## src/rtl/z80_io_port_strobe_pkg.sv

```systemverilog
// Shared io_board definitions: FSM encoding, Z80 strobe polarity and port map.
package z80_io_port_strobe_pkg;

   typedef enum logic [2:0] {
      ST_ARM    = 3'd0,
      ST_IDLE   = 3'd1,
      ST_STROBE = 3'd2,
      ST_HOLD   = 3'd3,
      ST_READ   = 3'd4
   } state_e;

   localparam logic Z80_ACT   = 1'b0;
   localparam logic Z80_INACT = 1'b1;

   localparam logic [7:0] IO_PORT_LATCH  = 8'h40;
   localparam logic [7:0] IO_PORT_STATUS = 8'h41;
   localparam logic [7:0] IO_PORT_CTRL   = 8'h42;

   localparam int CNT_W = 4;

endpackage

```

## src/rtl/z80_io_port_strobe_if.sv

```systemverilog
// Z80 I/O bus strobes plus the latch/readback control and status flags.
interface z80_io_port_strobe_if;
   logic [7:0] ADDR;
   logic       IORQ_L;
   logic       RD_L;
   logic       WR_L;
   logic       M1_L;
   logic       ACK_H;
   logic       LE_H;
   logic       OE_L;
   logic       WR_PENDING;
   logic       OVERRUN_H;

   modport master (
      output ADDR, IORQ_L, RD_L, WR_L, M1_L, ACK_H,
      input  LE_H, OE_L, WR_PENDING, OVERRUN_H
   );

   modport slave (
      input  ADDR, IORQ_L, RD_L, WR_L, M1_L, ACK_H,
      output LE_H, OE_L, WR_PENDING, OVERRUN_H
   );
endinterface

```

## src/rtl/z80_io_port_strobe_sync_bit.sv

```systemverilog
// Multi-flop synchroniser for one asynchronous bus strobe, with selectable reset value.
module z80_io_port_strobe_sync_bit #(
   parameter int   SYNC_STAGES = 2,
   parameter logic RST_VAL     = 1'b1
) (
   input  logic clk_i,
   input  logic rst_i,
   input  logic d_i,
   output logic q_o
);

   logic [SYNC_STAGES-1:0] sync_q;

   always_ff @(posedge clk_i or posedge rst_i) begin
      if (rst_i) sync_q <= {SYNC_STAGES{RST_VAL}};
      else       sync_q <= {sync_q[SYNC_STAGES-2:0], d_i};
   end

   assign q_o = sync_q[SYNC_STAGES-1];

endmodule

```

## src/rtl/z80_io_port_strobe.sv

```systemverilog
// Z80 I/O port decoder: synchronised strobes drive a fixed-width LE_H pulse on
// writes and a gated OE_L on reads, with pending-write and overrun flags.
module z80_io_port_strobe
   import z80_io_port_strobe_pkg::*;
#(
   parameter logic [7:0] PORT_ADDR   = IO_PORT_LATCH,
   parameter int         LE_WIDTH    = 2,
   parameter int         SYNC_STAGES = 2
) (
   input logic                  CLK,
   input logic                  RST_H,
   z80_io_port_strobe_if.slave  bus
);

   localparam logic [CNT_W-1:0] LE_LOAD   = CNT_W'(LE_WIDTH - 1);
   localparam logic [CNT_W-1:0] WARM_LOAD = CNT_W'(SYNC_STAGES);

   logic iorq_s, rd_s, wr_s, m1_s;
   logic addr_hit, io_wr, io_rd;

   state_e           state_q, state_d;
   logic [CNT_W-1:0] cnt_q, cnt_d;
   logic             le_q, le_d;
   logic             oe_q, oe_d;
   logic             pend_q, pend_d;
   logic             ovr_q, ovr_d;

   z80_io_port_strobe_sync_bit #(.SYNC_STAGES(SYNC_STAGES), .RST_VAL(Z80_INACT)) u_sync_iorq (
      .clk_i(CLK), .rst_i(RST_H), .d_i(bus.IORQ_L), .q_o(iorq_s));
   z80_io_port_strobe_sync_bit #(.SYNC_STAGES(SYNC_STAGES), .RST_VAL(Z80_INACT)) u_sync_rd (
      .clk_i(CLK), .rst_i(RST_H), .d_i(bus.RD_L), .q_o(rd_s));
   z80_io_port_strobe_sync_bit #(.SYNC_STAGES(SYNC_STAGES), .RST_VAL(Z80_INACT)) u_sync_wr (
      .clk_i(CLK), .rst_i(RST_H), .d_i(bus.WR_L), .q_o(wr_s));
   z80_io_port_strobe_sync_bit #(.SYNC_STAGES(SYNC_STAGES), .RST_VAL(Z80_INACT)) u_sync_m1 (
      .clk_i(CLK), .rst_i(RST_H), .d_i(bus.M1_L), .q_o(m1_s));

   assign addr_hit = (bus.ADDR == PORT_ADDR);
   assign io_wr = (iorq_s == Z80_ACT) && (wr_s == Z80_ACT) && (rd_s == Z80_INACT) &&
                  (m1_s == Z80_INACT) && addr_hit;
   assign io_rd = (iorq_s == Z80_ACT) && (rd_s == Z80_ACT) && (wr_s == Z80_INACT) &&
                  (m1_s == Z80_INACT) && addr_hit;

   always_ff @(posedge CLK or posedge RST_H) begin
      if (RST_H) begin
         state_q <= ST_ARM;
         cnt_q   <= WARM_LOAD;
         le_q    <= 1'b0;
         oe_q    <= 1'b1;
         pend_q  <= 1'b0;
         ovr_q   <= 1'b0;
      end else begin
         state_q <= state_d;
         cnt_q   <= cnt_d;
         le_q    <= le_d;
         oe_q    <= oe_d;
         pend_q  <= pend_d;
         ovr_q   <= ovr_d;
      end
   end

   always_comb begin
      state_d = state_q;
      cnt_d   = cnt_q;
      le_d    = le_q;
      oe_d    = oe_q;
      pend_d  = pend_q;
      ovr_d   = ovr_q;
      if (bus.ACK_H) begin
         pend_d = 1'b0;
         ovr_d  = 1'b0;
      end
      case (state_q)
         // The synchronisers restart at inactive after reset, so ARM waits for
         // them to refill before judging whether a bus cycle is still running.
         ST_ARM: begin
            if (cnt_q != '0)             cnt_d   = cnt_q - 4'd1;
            else if (!io_wr && !io_rd)   state_d = ST_IDLE;
         end
         ST_IDLE: begin
            if (io_wr) begin
               state_d = ST_STROBE;
               le_d    = 1'b1;
               cnt_d   = LE_LOAD;
               pend_d  = 1'b1;
               ovr_d   = bus.ACK_H ? 1'b0 : (ovr_q | pend_q);
            end else if (io_rd) begin
               state_d = ST_READ;
               oe_d    = 1'b0;
            end
         end
         ST_STROBE: begin
            if (cnt_q == '0) begin
               le_d    = 1'b0;
               state_d = ST_HOLD;
            end else begin
               cnt_d = cnt_q - 4'd1;
            end
         end
         ST_HOLD: begin
            if (!io_wr) state_d = ST_IDLE;
         end
         ST_READ: begin
            if (!io_rd) begin
               oe_d    = 1'b1;
               state_d = ST_IDLE;
            end
         end
         default: begin
            state_d = ST_ARM;
            le_d    = 1'b0;
            oe_d    = 1'b1;
         end
      endcase
   end

   assign bus.LE_H       = le_q;
   assign bus.OE_L       = oe_q;
   assign bus.WR_PENDING = pend_q;
   assign bus.OVERRUN_H  = ovr_q;

endmodule

```

## src/flat_wrapper.sv

```systemverilog
// flat-port wrapper written by rule: the top's interface ports become plain ports
module z80_io_port_strobe_flat import z80_io_port_strobe_pkg::*;
#(
   parameter logic [7:0] PORT_ADDR   = IO_PORT_LATCH,
   parameter int         LE_WIDTH    = 2,
   parameter int         SYNC_STAGES = 2
)
  (CLK, RST_H, bus_ADDR, bus_IORQ_L, bus_RD_L, bus_WR_L, bus_M1_L, bus_ACK_H, bus_LE_H, bus_OE_L, bus_WR_PENDING, bus_OVERRUN_H);
  z80_io_port_strobe_if bus_i ();
  input logic CLK;
  input logic RST_H;
  input wire logic [$bits(bus_i.ADDR)-1:0] bus_ADDR;
  input wire logic [$bits(bus_i.IORQ_L)-1:0] bus_IORQ_L;
  input wire logic [$bits(bus_i.RD_L)-1:0] bus_RD_L;
  input wire logic [$bits(bus_i.WR_L)-1:0] bus_WR_L;
  input wire logic [$bits(bus_i.M1_L)-1:0] bus_M1_L;
  input wire logic [$bits(bus_i.ACK_H)-1:0] bus_ACK_H;
  output wire logic [$bits(bus_i.LE_H)-1:0] bus_LE_H;
  output wire logic [$bits(bus_i.OE_L)-1:0] bus_OE_L;
  output wire logic [$bits(bus_i.WR_PENDING)-1:0] bus_WR_PENDING;
  output wire logic [$bits(bus_i.OVERRUN_H)-1:0] bus_OVERRUN_H;
  assign bus_i.ADDR = bus_ADDR;
  assign bus_i.IORQ_L = bus_IORQ_L;
  assign bus_i.RD_L = bus_RD_L;
  assign bus_i.WR_L = bus_WR_L;
  assign bus_i.M1_L = bus_M1_L;
  assign bus_i.ACK_H = bus_ACK_H;
  assign bus_LE_H = bus_i.LE_H;
  assign bus_OE_L = bus_i.OE_L;
  assign bus_WR_PENDING = bus_i.WR_PENDING;
  assign bus_OVERRUN_H = bus_i.OVERRUN_H;
  z80_io_port_strobe #(.PORT_ADDR(PORT_ADDR), .LE_WIDTH(LE_WIDTH), .SYNC_STAGES(SYNC_STAGES)) u_core (.CLK(CLK), .RST_H(RST_H), .bus(bus_i));
endmodule
```

## config.mk

```make
export PLATFORM = sky130hd
export DESIGN_NAME = z80_io_port_strobe_flat
export DESIGN_NICKNAME = d
export VERILOG_FILES = /design/src/rtl/z80_io_port_strobe_pkg.sv /design/src/rtl/z80_io_port_strobe_if.sv /design/src/rtl/z80_io_port_strobe_sync_bit.sv /design/src/rtl/z80_io_port_strobe.sv /design/src/flat_wrapper.sv
export SDC_FILE = /design/constraint.sdc
export NUM_CORES = 1
export LEC_CHECK = 0
export CAP_MARGIN = 30
export CORE_MARGIN = 2
export CORE_UTILIZATION = 46
export CTS_BUF_LIST = sky130_fd_sc_hd__clkbuf_2 sky130_fd_sc_hd__clkbuf_4 sky130_fd_sc_hd__clkbuf_8
export CTS_CLUSTER_DIAMETER = 200
export CTS_CLUSTER_SIZE = 20
export DETAILED_ROUTE_END_ITERATION = 12
export GPL_ROUTABILITY_DRIVEN = 1
export PLACE_DENSITY = 0.76
export SLEW_MARGIN = 30
export SYNTH_ARGS = -nofsm -noshare
export SYNTH_HDL_FRONTEND = slang
export SYNTH_SLANG_ARGS = --single-unit
```

## constraint.sdc

```tcl
create_clock -name CLK -period 1.4 [get_ports CLK]
set_input_delay 0.35 -clock CLK [delete_from_list [all_inputs] [get_ports CLK]]
set_output_delay 0.35 -clock CLK [all_outputs]
set_load 0.05 [all_outputs]
```

==> flow_summary.yaml, run 1 <==
worst_setup_path:
  crit_slowest_cell: "or3b_4"
  cp_max_fo: 5
  ff2ff_path_depth: 6
  cp_top_family: "simple AND/OR/NAND/NOR gates"
  crit_arrival_ps: 1770
  cp.depth: 6
  regToRegStartpoint: "u_core.cnt_q[0]$_DFFE_PP0P_"
  crit_type: "register to register"
  rr_endpoint: "u_core.cnt_q[0]$_DFFE_PP0P_"
  path_buf_inv: 1
  crit_chain: "inv_2 -> ha_4 -> or3b_4 -> nand2_4 -> o21ai_2 -> mux2_4"
  crit_start: "u_core.cnt_q[0]$_DFFE_PP0P_"
  slowest_delay_ps: 420
  endpoint: "u_core.cnt_q[0]$_DFFE_PP0P_"
  cp_data_required_time_ps: 1600
  reg2reg_slack_ps: -160
  cp-start-kind: "register"
  endpoint_kind: "register"
synthesis:
  syn_area_per_cell_um2: 12.1
  synth_top_area_cell: "dfstp_2"
  yosysSeqAreaShare_pct: 55.9
  yosysWarnings: 0
  synth_edf_count: 0
  synth_nets: 89
  syn_area_um2: 873
  yosysTopAreaCellShare_pct: 30.1
  ys_top_cells_by_area: "dfstp_2 (30%), dfrtp_1 (26%), ha_1 (2.9%), o22ai_1 (2.9%), nand4b_4 (2.7%)"
  yosysUniqueCellTypes: 31
  syn_inst: 72
  synth-seq-cells: 19
  yosys_most_used_dff: "dfstp_2"
  async_flop_share_pct: 100
clocking:
  cts_tree: "done"
  cts.sinks: 19
  htreeDepth: 1
  clk_pin_slew_ps: 100
  cts_hold_buf: 0
  ctsRootBufferMaster: "clkbuf_4"
  clkLatencyLatePin_ps: 310
  clockBufferDepth: 2
  cts_buffers: 3
detailed_routing:
  wl_per_cell_um: 15.6
  antenna_left: 0
  dr.pass1.iters: 4
  drt-initial-drc-count: 11
  wirelength_um: 2090
  routed-via-count: 691
  drc: 0
  viasPerCell: 5.16
sta:
  rsz0062_at_grt: "yes"
  timing.final.crit_share_pct: 112
  finalSetupViolations: 7
  slew_viol_final: 0
  fmax_mhz: 640
  hold_violations: 0
  skew_ps: 10.1
  period_needed_ps: 1560
  worst_slew_pin_slew_ps: 348
  tns_ps: -715
  slew_headroom_pct: 76.6
  final.setup.worst_slack_ps: -163
grt:
  antenna_found_initial: 0
  grt-ovfl-total: 0
  grt_pass1_wl_um: 3000
  grt_usage_pct: 19.9
  first_global_vias: 695
  grt_start_max_net_pins: 20
die:
  dieArea_um2: 2260
  start_util_pct: 49.5
  die_w_um: 47.6
  die_y_um: 47.6
  core_area_um2: 1760
  rows: 15
  pin_count: 19
place:
  place_hpwl_um: 1330
  gp_congestion: 0.723
  placed_cells: 126
  portBuffers: 18
  dpl-instance-area_um2: 1210
  dp_slack_ps: -384
final_layout:
  diodes: 0
  layout-drive-gt1-share_pct: 48.6
  fin_area_um2: 1320
  final_cell_mix: "buf_4 (15), dfstp_2 (10), clkdlybuf4s50_1 (9), dfrtp_1 (9)"
  nets: 127
  finalNonFillerCells: 134
  final_common_cell: "buf_4"
  syn2layout_area_growth_pct: 50.9
  fin_util_pct: 74.7
pwr:
  peakVddDrop_uv: 558
  power.density_nw_per_um2: 788
  p_leak_nw: 0.622
run_status:
  violations: "negative setup slack"
  outcome: "finished with violations"
run:
  maxCapViolCount: 0
min_path:
  hold_path_class: "primary input to async pin"
registers in the layout, indices dropped and copies added (netlist names):
signal and flops:
u_core.bus.LE_H 1, u_core.bus.OE_L 1, u_core.u_sync_iorq.sync_q 2, u_core.u_sync_m1.sync_q 2, u_core.u_sync_rd.sync_q 2, u_core.u_sync_wr.sync_q 2
u_core.state_q 3, u_core.bus.OVERRUN_H 1, u_core.cnt_q 4, u_core.bus.WR_PENDING 1
how the worst min path moves through the flow:
stage / from / endpoint / slack (ps) / depth (start not counted)
2_1_floorplan: RST_H / u_core.bus.LE_H$_DFFE_PP0P_ / 290 / 1
3_3_place_gp: u_core.u_sync_iorq.sync_q[0]$_DFF_PP1_ / u_core.u_sync_iorq.sync_q[1]$_DFF_PP1_ / 350 / 0
3_5_place_dp: u_core.u_sync_wr.sync_q[0]$_DFF_PP1_ / u_core.u_sync_wr.sync_q[1]$_DFF_PP1_ / 350 / 0
4_1_cts: RST_H / u_core.bus.OVERRUN_H$_DFF_PP0_ / 350 / 3
5_1_grt: u_core.u_sync_iorq.sync_q[0]$_DFF_PP1_ / u_core.u_sync_iorq.sync_q[1]$_DFF_PP1_ / 370 / 0
6_report: RST_H / u_core.bus.OVERRUN_H$_DFF_PP0_ / 340 / 3
routing by layer:
metal | part of all wire, % | up-vias | track usage, %
met4 | 5.5 | 0 | 12.4
met2 | 51 | 23 | 33.0
met3 | 3.7 | 11 | 6.04
met5 | 0 | - | 0
met1 | 40 | 332 | 22.4
li1 | - | 325 | -
worst min-delay path: stages:
cell             delay (ps)
clkdlybuf4s50_1         390
inv_1                    50
buf_4                   240
cells in the mapped netlist, drive strengths merged, types with 2 or more instances:
cell   count
dfstp     10
dfrtp      9
inv        6
nor2       6
nand2      5
nand3      4
o22ai      4
a21oi      3
nor3       3
o21ai      3
ha         2
xor2       2
repair_timing:
| action | CTS | global route |
|---|---|---|
| setup endpoints to repair | 7 | 8 |
| buffers inserted | 2 | 2 |
| resized for setup | 7 | 9 |
| pin swaps | 8 | 5 |
area by class of cell:
class	count	area (um2)
clock buffers	4	30.0
multi-input cells	46	397
well taps	25	31.3
fillers	130	447
flip-flops and latches	19	488
inverters	6	22.5
repair buffers	34	349
power by group:
part,total [W],switching [W],internal (W)
Clock,0.000296,0.000166,0.000131
Sequential,0.000592,0.0000115,0.000581
Combinational,0.000150,0.0000624,0.0000874
Total,0.00104,0.000240,0.000799
per-stage QoR:
stage	hold slack, ps	total power (W)
3_5_place_dp	350	0.000729
2_1_floorplan	294	0.000649
5_1_grt	366	0.00108
3_3_place_gp	345	0.000721
4_1_cts	347	0.00103
6_report	338	0.00104
cell families after synthesis:
kind of cell / after synthesis / synth area share (%)
AO/OA/AOI/OAI: 14 / 10.3
flip-flops: 19 / 55.9
AND/OR/NAND/NOR: 27 / 23.8
XOR/XNOR: 2 / 2.01
multiplexers: 1 / 1.29
adder cells (fa/ha/maj): 2 / 2.86
buffers and inverters: 7 / 3.87
No activity file was read; power rests on OpenSTA's default activity.
==> inputs of run 2 (changes only) <==
--- a/config.mk
+++ b/config.mk
@@ -14,7 +14,7 @@
 export DETAILED_ROUTE_END_ITERATION = 12
 export GPL_ROUTABILITY_DRIVEN = 1
 export PLACE_DENSITY = 0.76
-export SLEW_MARGIN = 30
+export SLEW_MARGIN = 20
 export SYNTH_ARGS = -nofsm -noshare
 export SYNTH_HDL_FRONTEND = slang
 export SYNTH_SLANG_ARGS = --single-unit
==> results of run 2 <==
The final DEF is identical to that of run 1; final timing and power are the same.
==> inputs of run 3 (changes only) <==
--- a/config.mk
+++ b/config.mk
@@ -7,13 +7,13 @@
 export LEC_CHECK = 0
 export CAP_MARGIN = 30
 export CORE_MARGIN = 2
-export CORE_UTILIZATION = 46
-export CTS_BUF_LIST = sky130_fd_sc_hd__clkbuf_2 sky130_fd_sc_hd__clkbuf_4 sky130_fd_sc_hd__clkbuf_8
+export CORE_UTILIZATION = 43
 export CTS_CLUSTER_DIAMETER = 200
 export CTS_CLUSTER_SIZE = 20
 export DETAILED_ROUTE_END_ITERATION = 12
 export GPL_ROUTABILITY_DRIVEN = 1
-export PLACE_DENSITY = 0.76
+export HOLD_SLACK_MARGIN = 0.03
+export PLACE_DENSITY = 0.72
 export SLEW_MARGIN = 20
 export SYNTH_ARGS = -nofsm -noshare
 export SYNTH_HDL_FRONTEND = slang
==> flow_summary.yaml, run 3 (synthesized netlist as in run 1, its figures left out) <==
run_status:
  outcome: "finished with violations"
  violations: "negative setup slack"
final_layout:
  final_common_cell: "buf_4"
  max_flop_register: "u_core.cnt_q"
  fin_area_um2: 1270
  largest_reg_flops: 4
  top_regs: "u_core.cnt_q x4, u_core.state_q x3"
  final_cell_mix: "buf_4 (13), clkdlybuf4s50_1 (10), dfstp_2 (10)"
  diodes: 0
  syn2layout_area_growth_pct: 45.7
  fin_util_pct: 65.5
  nets: 124
  layout-drive-gt1-share_pct: 44.3
  finalNonFillerCells: 133
pwr:
  peakVddDrop_uv: 667
  p_leak_nw: 0.581
  power.density_nw_per_um2: 802
  finalPower_w: 0.00102
clocking:
  clockBufferDepth: 2
  clk_pin_slew_ps: 110
  cts_buffers: 3
  htreeDepth: 1
  cts_tree: "done"
  cts_hold_buf: 0
  cts.sinks: 19
  ctsRootBufferMaster: "clkbuf_4"
  clkLatencyLatePin_ps: 300
run:
  maxCapViolCount: 0
die:
  die_y_um: 49.1
  pin_count: 19
  die_w_um: 49.1
  core_area_um2: 1940
  rows: 16
  start_util_pct: 45.0
  dieArea_um2: 2410
grt:
  grt-ovfl-total: 0
  first_global_vias: 665
  grt_usage_pct: 15.3
  grt_util_met3_pct: 2.76
  grt_pass1_wl_um: 2770
  antenna_found_initial: 0
  top_usage_layer: "met2"
  use_met2_pct: 27.0
  grt_start_max_net_pins: 20
  grt_use_met1_pct: 17.8
sta:
  rsz0062_at_grt: "yes"
  worst_slew_pin_slew_ps: 315
  skew_ps: 7.43
  hold_violations: 0
  slew_viol_final: 0
  final.setup.worst_slack_ps: -110
  tns_ps: -276
  period_needed_ps: 1510
  finalSetupViolations: 7
  fmax_mhz: 662
  timing.final.crit_share_pct: 108
  slew_headroom_pct: 78.8
worst_setup_path:
  ff2ff_path_depth: 6
  crit_arrival_ps: 1710
  crit_type: "register to register"
  regToRegStartpoint: "u_core.cnt_q[0]$_DFFE_PP0P_"
  rr_endpoint: "u_core.cnt_q[0]$_DFFE_PP0P_"
  cp_max_fo: 5
  endpoint_kind: "register"
  cp-start-kind: "register"
  cp_data_required_time_ps: 1600
  reg2reg_slack_ps: -110
detailed_routing:
  drt-initial-drc-count: 4
  antenna_left: 0
  wl_per_cell_um: 12.2
  routed-via-count: 655
  dr.pass1.iters: 4
  wirelength_um: 1620
  viasPerCell: 4.92
  drc: 0
min_path:
  hold_path_class: "primary input to async pin"
place:
  portBuffers: 18
  dpl-instance-area_um2: 1200
  placed_cells: 126
  place_hpwl_um: 1210
  gp_congestion: 0.702
==> run 3: cell types whose count changed in the layout (fill, tap and decap cells not counted), sizes merged <==
cell	previous run	this run
clkbuf	4	3
dlygate4sd2	2	4
clkdlybuf4s50	9	10
dlymetal6s2s	3	0
clkinv	0	1
buf	20	17
==> run 3: final cells by class <==
type | instances | area, um2
fill | 161 | 669
inverter | 6 | 22.5
clock buffer | 3 | 22.5
sequential | 19 | 488
clock inverter | 1 | 5.00
timing repair buffer | 31 | 313
multi-input combinational | 46 | 388
tap | 27 | 33.8
==> run 3: metrics by stage <==
| step | setup WS (ps) | hold slack [ps] |
|---|---|---|
| after detailed placement | -384 | 347 |
| final | -110 | 345 |
| after global routing | -171 | 367 |
| after CTS | -112 | 359 |
| after global placement | -313 | 346 |
| after floorplan | -60.5 | 294 |
==> run 3: how the worst max path moves through the flow <==
stage | startpoint | to | slack, ps | cells after the start
after floorplan | u_core.cnt_q[0]$_DFFE_PP0P_ | u_core.cnt_q[0]$_DFFE_PP0P_ | -60 | 6
after global placement | bus_ADDR[3] | u_core.cnt_q[0]$_DFFE_PP0P_ | -310 | 5
after detailed placement | bus_ADDR[3] | u_core.cnt_q[0]$_DFFE_PP0P_ | -380 | 5
after CTS | u_core.cnt_q[0]$_DFFE_PP0P_ | u_core.cnt_q[0]$_DFFE_PP0P_ | -110 | 6
after global routing | u_core.cnt_q[0]$_DFFE_PP0P_ | u_core.cnt_q[0]$_DFFE_PP0P_ | -170 | 6
final | u_core.cnt_q[0]$_DFFE_PP0P_ | u_core.cnt_q[0]$_DFFE_PP0P_ | -110 | 6
==> run 3: routing by layer <==
metal	up-vias	share of wire, %
li1	318	-
met1	318	44
met2	15	51
met3	4	3.0
met4	0	1.5
met5	-	0
==> run 3: repair_timing <==
item	CTS	global route
endpoints found under the setup margin	7	8
resized for setup	9	2
setup buffers	2	1
pin swaps	6	1
==> run 3: critical path: stages, from the launching register on <==
cell     delay (ps)
dfrtp_1         410
inv_2            80
ha_4            110
or3b_4          410
nand2_4         100
o21ai_2          60
mux2_4          250
==> run 3: report_power, final <==
| group | leakage, nW | switching [W] | internal, W |
|---|---|---|---|
| Combinational | 0.348 | 0.0000583 | 0.0000865 |
| Clock | 0.0177 | 0.000178 | 0.000107 |
| Sequential | 0.215 | 0.0000103 | 0.000581 |
| Total | 0.581 | 0.000247 | 0.000774 |
==> patch 1: new RTL, flow settings as in run 1 <==
Encoding of `state_e`: now one-hot (5 bits for 5 states).
--- a/src/rtl/z80_io_port_strobe_pkg.sv
+++ b/src/rtl/z80_io_port_strobe_pkg.sv
@@ -1,12 +1,12 @@
 // Shared io_board definitions: FSM encoding, Z80 strobe polarity and port map.
 package z80_io_port_strobe_pkg;
 
-   typedef enum logic [2:0] {
-      ST_ARM    = 3'd0,
-      ST_IDLE   = 3'd1,
-      ST_STROBE = 3'd2,
-      ST_HOLD   = 3'd3,
-      ST_READ   = 3'd4
+   typedef enum logic [4:0] {
+      ST_ARM    = 5'b00001,
+      ST_IDLE   = 5'b00010,
+      ST_STROBE = 5'b00100,
+      ST_HOLD   = 5'b01000,
+      ST_READ   = 5'b10000
    } state_e;
 
    localparam logic Z80_ACT   = 1'b0;
Function: no difference found for any inputs over 10 cycles, from zero or initial values and one cycle with RST_H high; not proved beyond that.
==> patch 1 against run 1 <==
The run still ends with setup timing left; synthesized cell count rose by 31%; fmax fell by 24%; utilization rose by 8.1 points; worst setup slack got worse by 0.50 ns; sequential cell count rose by 2; first-iteration DRC count rose by 82%; cell count rose by 34%; area after synthesis rose by 16%; routed wire length rose by 43%; final area rose by 35%.
Power is not compared: it rests on default switching activity, and its combinational part moved more than twofold at a synthesized area within 25%.
==> patch 1: results (changes against run 1) <==
drt:
  via_per_inst: 5.358  # +3.9%
  dr_wl_met2_mm: 1.697  # +58%
  drt-met1-wl_mm: 1.187  # +44%
  wl_met3_um: 51  # -34%
  route.final.wire_length_mm: 2.984  # +43%
  drt-initial-drc-count: 20  # +9
global_routing:
  grt_use_met1_pct: 24.86  # +2.4 points
  grt_pass1_vias: 1011  # +45%
  grt_usage_pct: 22.06  # +2.1 points
  grt_max_degree: 22  # +10%
  grt_use_met2_pct: 40.69  # +7.7 points
status:
  violations: "setup timing"
  status: "finished with violations"
synthesis:
  synthTopCellsByCount: "11 x dfstp_2, 10 x a21oi_1, 10 x dfrtp_1"
  ys_seq_area_share_pct: 53.14  # -2.7 points
  ys_types: 36  # +16%
  postSynthAreaPerCell_um2: 10.79  # -11%
  yosys_register_bits: 21  # +2
  yosys-top-cells-area: "dfstp_2 28%, dfrtp_1 25%, a21oi_1 4.9%"
  synth_xor_area_share_pct: 2.589  # +0.58 points
  synth-adder-area-share_pct: 2.466  # -0.40 points
  syn-num-nets: 111  # +25%
worst_setup_path:
  rr_startpoint: "u_core.cnt_q[1]"
timing:
  setup_ws_ns: -0.6582  # -0.4956 ns
  setup_viol: 13  # +6
place:
  placed_cell_area_mm2: 0.001529  # +27%
  gp_congestion: 0.8747  # +21%
final_layout:
  multiInputGateArea_um2: 633.1  # +60%
  drive_above_1_share_pct: 60.67  # +12 points
  num-fill-cells: 99  # -24%
cts:
  path_clk_slew_ns: 0.12  # +0.02 ns
-- patch 1: worst min-delay path by stage --
| stage | startpoint | endpoint | slack (ns) |
|---|---|---|---|
| floorplan | RST_H | u_core.bus.LE_H | 0.32 |
| global placement | u_core.u_sync_iorq.sync_q[0] | u_core.u_sync_iorq.sync_q[1] | 0.35 |
| detailed placement | u_core.u_sync_m1.sync_q[0] | u_core.u_sync_m1.sync_q[1] | 0.35 |
| CTS | RST_H | u_core.state_q[4] | 0.37 |
| global route | u_core.u_sync_m1.sync_q[0] | u_core.u_sync_m1.sync_q[1] | 0.37 |
| finish | RST_H | u_core.cnt_q[0] | 0.36 |
-- patch 1: layout make-up --
| type | instances | share of cell area, % |
|---|---|---|
| Clock buffer | 3 | 1.267 |
| Clock inverter | 1 | 0.2815 |
| Antenna cell | 1 | 0.1407 |
| Sequential cell | 21 | 30.33 |
| Inverter | 5 | 1.056 |
| Timing Repair Buffer | 55 | 29.35 |
| Multi-Input combinational cell | 65 | 35.61 |
| Tap cell | 28 | 1.970 |
==> patch 2: new RTL, settings of run 1 <==
Made on the original files. Set the package constant `CNT_W` to 5 (it was 4).
--- a/src/rtl/z80_io_port_strobe_pkg.sv
+++ b/src/rtl/z80_io_port_strobe_pkg.sv
@@ -16,7 +16,7 @@
    localparam logic [7:0] IO_PORT_STATUS = 8'h41;
    localparam logic [7:0] IO_PORT_CTRL   = 8'h42;
 
-   localparam int CNT_W = 4;
+   localparam int CNT_W = 5;
 
 endpackage
 
Check against the original RTL: same outputs for any inputs over 10 cycles, from zero or initial values and one cycle with RST_H high; that may be too few to reach the edited logic, so the function may still have changed.
==> patch 2 against run 1 <==
The run still ends with setup timing left; area after synthesis is 2.1% higher; routed wire length is 7.3% higher; utilization is 7.4 points higher; sequential cell count is 1 higher; via count is 11% higher; fmax is 8.3% lower; worst setup slack worse by 0.14 ns; final area is 11% higher; power is 19% higher; synthesized cell count is 5.6% higher; sequential power is 3.7% higher; critical path type unchanged.
==> patch 2: results (changes against run 1) <==
timing:
  hold_slack_ns: 0.3629  # +0.02505 ns
  skew_ns: 0.003888  # -0.006166 ns
  setup_tns_ns: -1.503  # -0.7878 ns
  slew_headroom_pct: 76.58  # about the same
  setup_ws_ns: -0.3050  # -0.1423 ns
  setup_viol: 11  # +4
power:
  p_leak_nw: 0.6379  # +2.6%
  peakVddDrop_mv: 0.9350  # +67%
  power.density_mw_per_mm2: 841.8  # +6.8%
  p_comb_share_pct: 11.2  # -3.2 points
  p_int_uw: 971.4  # +22%
  seqPwrFrac_pct: 49.8  # -7.2 points
drt:
  dr_wl_met2_mm: 1.245  # +16%
  dr.pass1.iters: 4  # unchanged
  route.final.wire_length_mm: 2.243  # +7.3%
  drt-met1-wl_um: 866  # +4.8%
  vias: 766  # +11%
  drt-initial-drc-count: 10  # -1
  via_per_inst: 5.394  # +4.6%
  wl_met3_um: 73  # -5.2%
global_routing:
  grt_use_met3_pct: 4.151  # -1.9 points
  grt_use_met2_pct: 41.60  # +8.6 points
  grt_pass1_vias: 822  # +18%
  grt_pass1_wl_mm: 3.387  # +13%
  grt_max_degree: 21  # +5.0%
  grt_usage_pct: 21.93  # +2.0 points
  grt_use_met1_pct: 22.09  # -0.35 points
worst_setup_path:
  crit_buf_inv: 0  # -1
  r2r_cells: 4  # -2
  worst-path-max-fanout: 2  # -3
  crit_slowest_cell: "dfstp_2"
  worst_ep_arrival_time_ns: 1.91  # +0.14 ns
  reg2reg_to: "u_core.state_q[0]"
  rr_startpoint: "u_core.u_sync_m1.sync_q[1]"
final_layout:
  drive_above_1_share_pct: 55.56  # +6.9 points
  reg_top3: "u_core.cnt_q: 5 flops, u_core.state_q: 3 flops"
synthesis:
  synth_edf_count: 0  # unchanged
  ys_seq_area_share_pct: 57.50  # +1.6 points
  ys_types: 33  # +6.5%
  yosys-top-cells-area: "dfstp_2 29%, dfrtp_1 28%, inv_1 2.9%"
  yosys_warnings: 0  # unchanged
  postSynthAreaPerCell_um2: 11.74  # -3.2%
  synth_ff_type: "dfstp_2"
  synthTopCellsByCount: "10 x dfrtp_1, 10 x dfstp_2, 7 x inv_1, 7 x nand2_1, 5 x nor2_1"
  syn-num-nets: 92  # +3.4%
place:
  pre_cts_slack_ns: -0.7176  # -0.3341 ns
  placed_cell_area_mm2: 0.001266  # +4.8%
  dp_cells: 132  # +4.8%
  hpwl_mm: 1.413  # +5.9%
  gp_congestion: 0.7944  # +9.9%
cts:
  path_clk_slew_ns: 0.12  # +0.02 ns
status:
  violations: "setup timing"
  status: "finished with violations"
==> patch 2: cell types whose count changed after synthesis, sizes merged, moves of 2 or more <==
cell and delta:
xnor2 +2, nand2 +2, o22ai -2, nand3 -3
xor2 -2, nand2b +3, o311a +2, or3 +2
==> patch 2: repair_timing <==
action | in CTS | in global routing
gates resized for setup | 21 | 7
hold endpoints to repair | 0 | 0
hold buffers | 0 | 0
setup endpoints to repair | 12 | 12
setup buffers | 6 | 1
pin swaps | 8 | 2
==> patch 2: area by class of cell <==
class | count | area [um2]
clock buffer | 3 | 22.52
clock inverter | 1 | 30.03
fill | 99 | 319.1
inverter | 7 | 26.28
multi-input combinational | 48 | 466.7
sequential | 20 | 513.0
tap | 25 | 31.28
timing repair buffer | 38 | 374.1
==> patch 2: kinds of logic after synthesis <==
group           after synthesis  synth area share, %
buf+inv                       8                3.366
fa+ha+maj                     1                1.402
simple gates                 27                18.65
mux                           1                1.122
xor+xnor                      2                1.964
compound gates               17                15.99
flops                        20                57.50
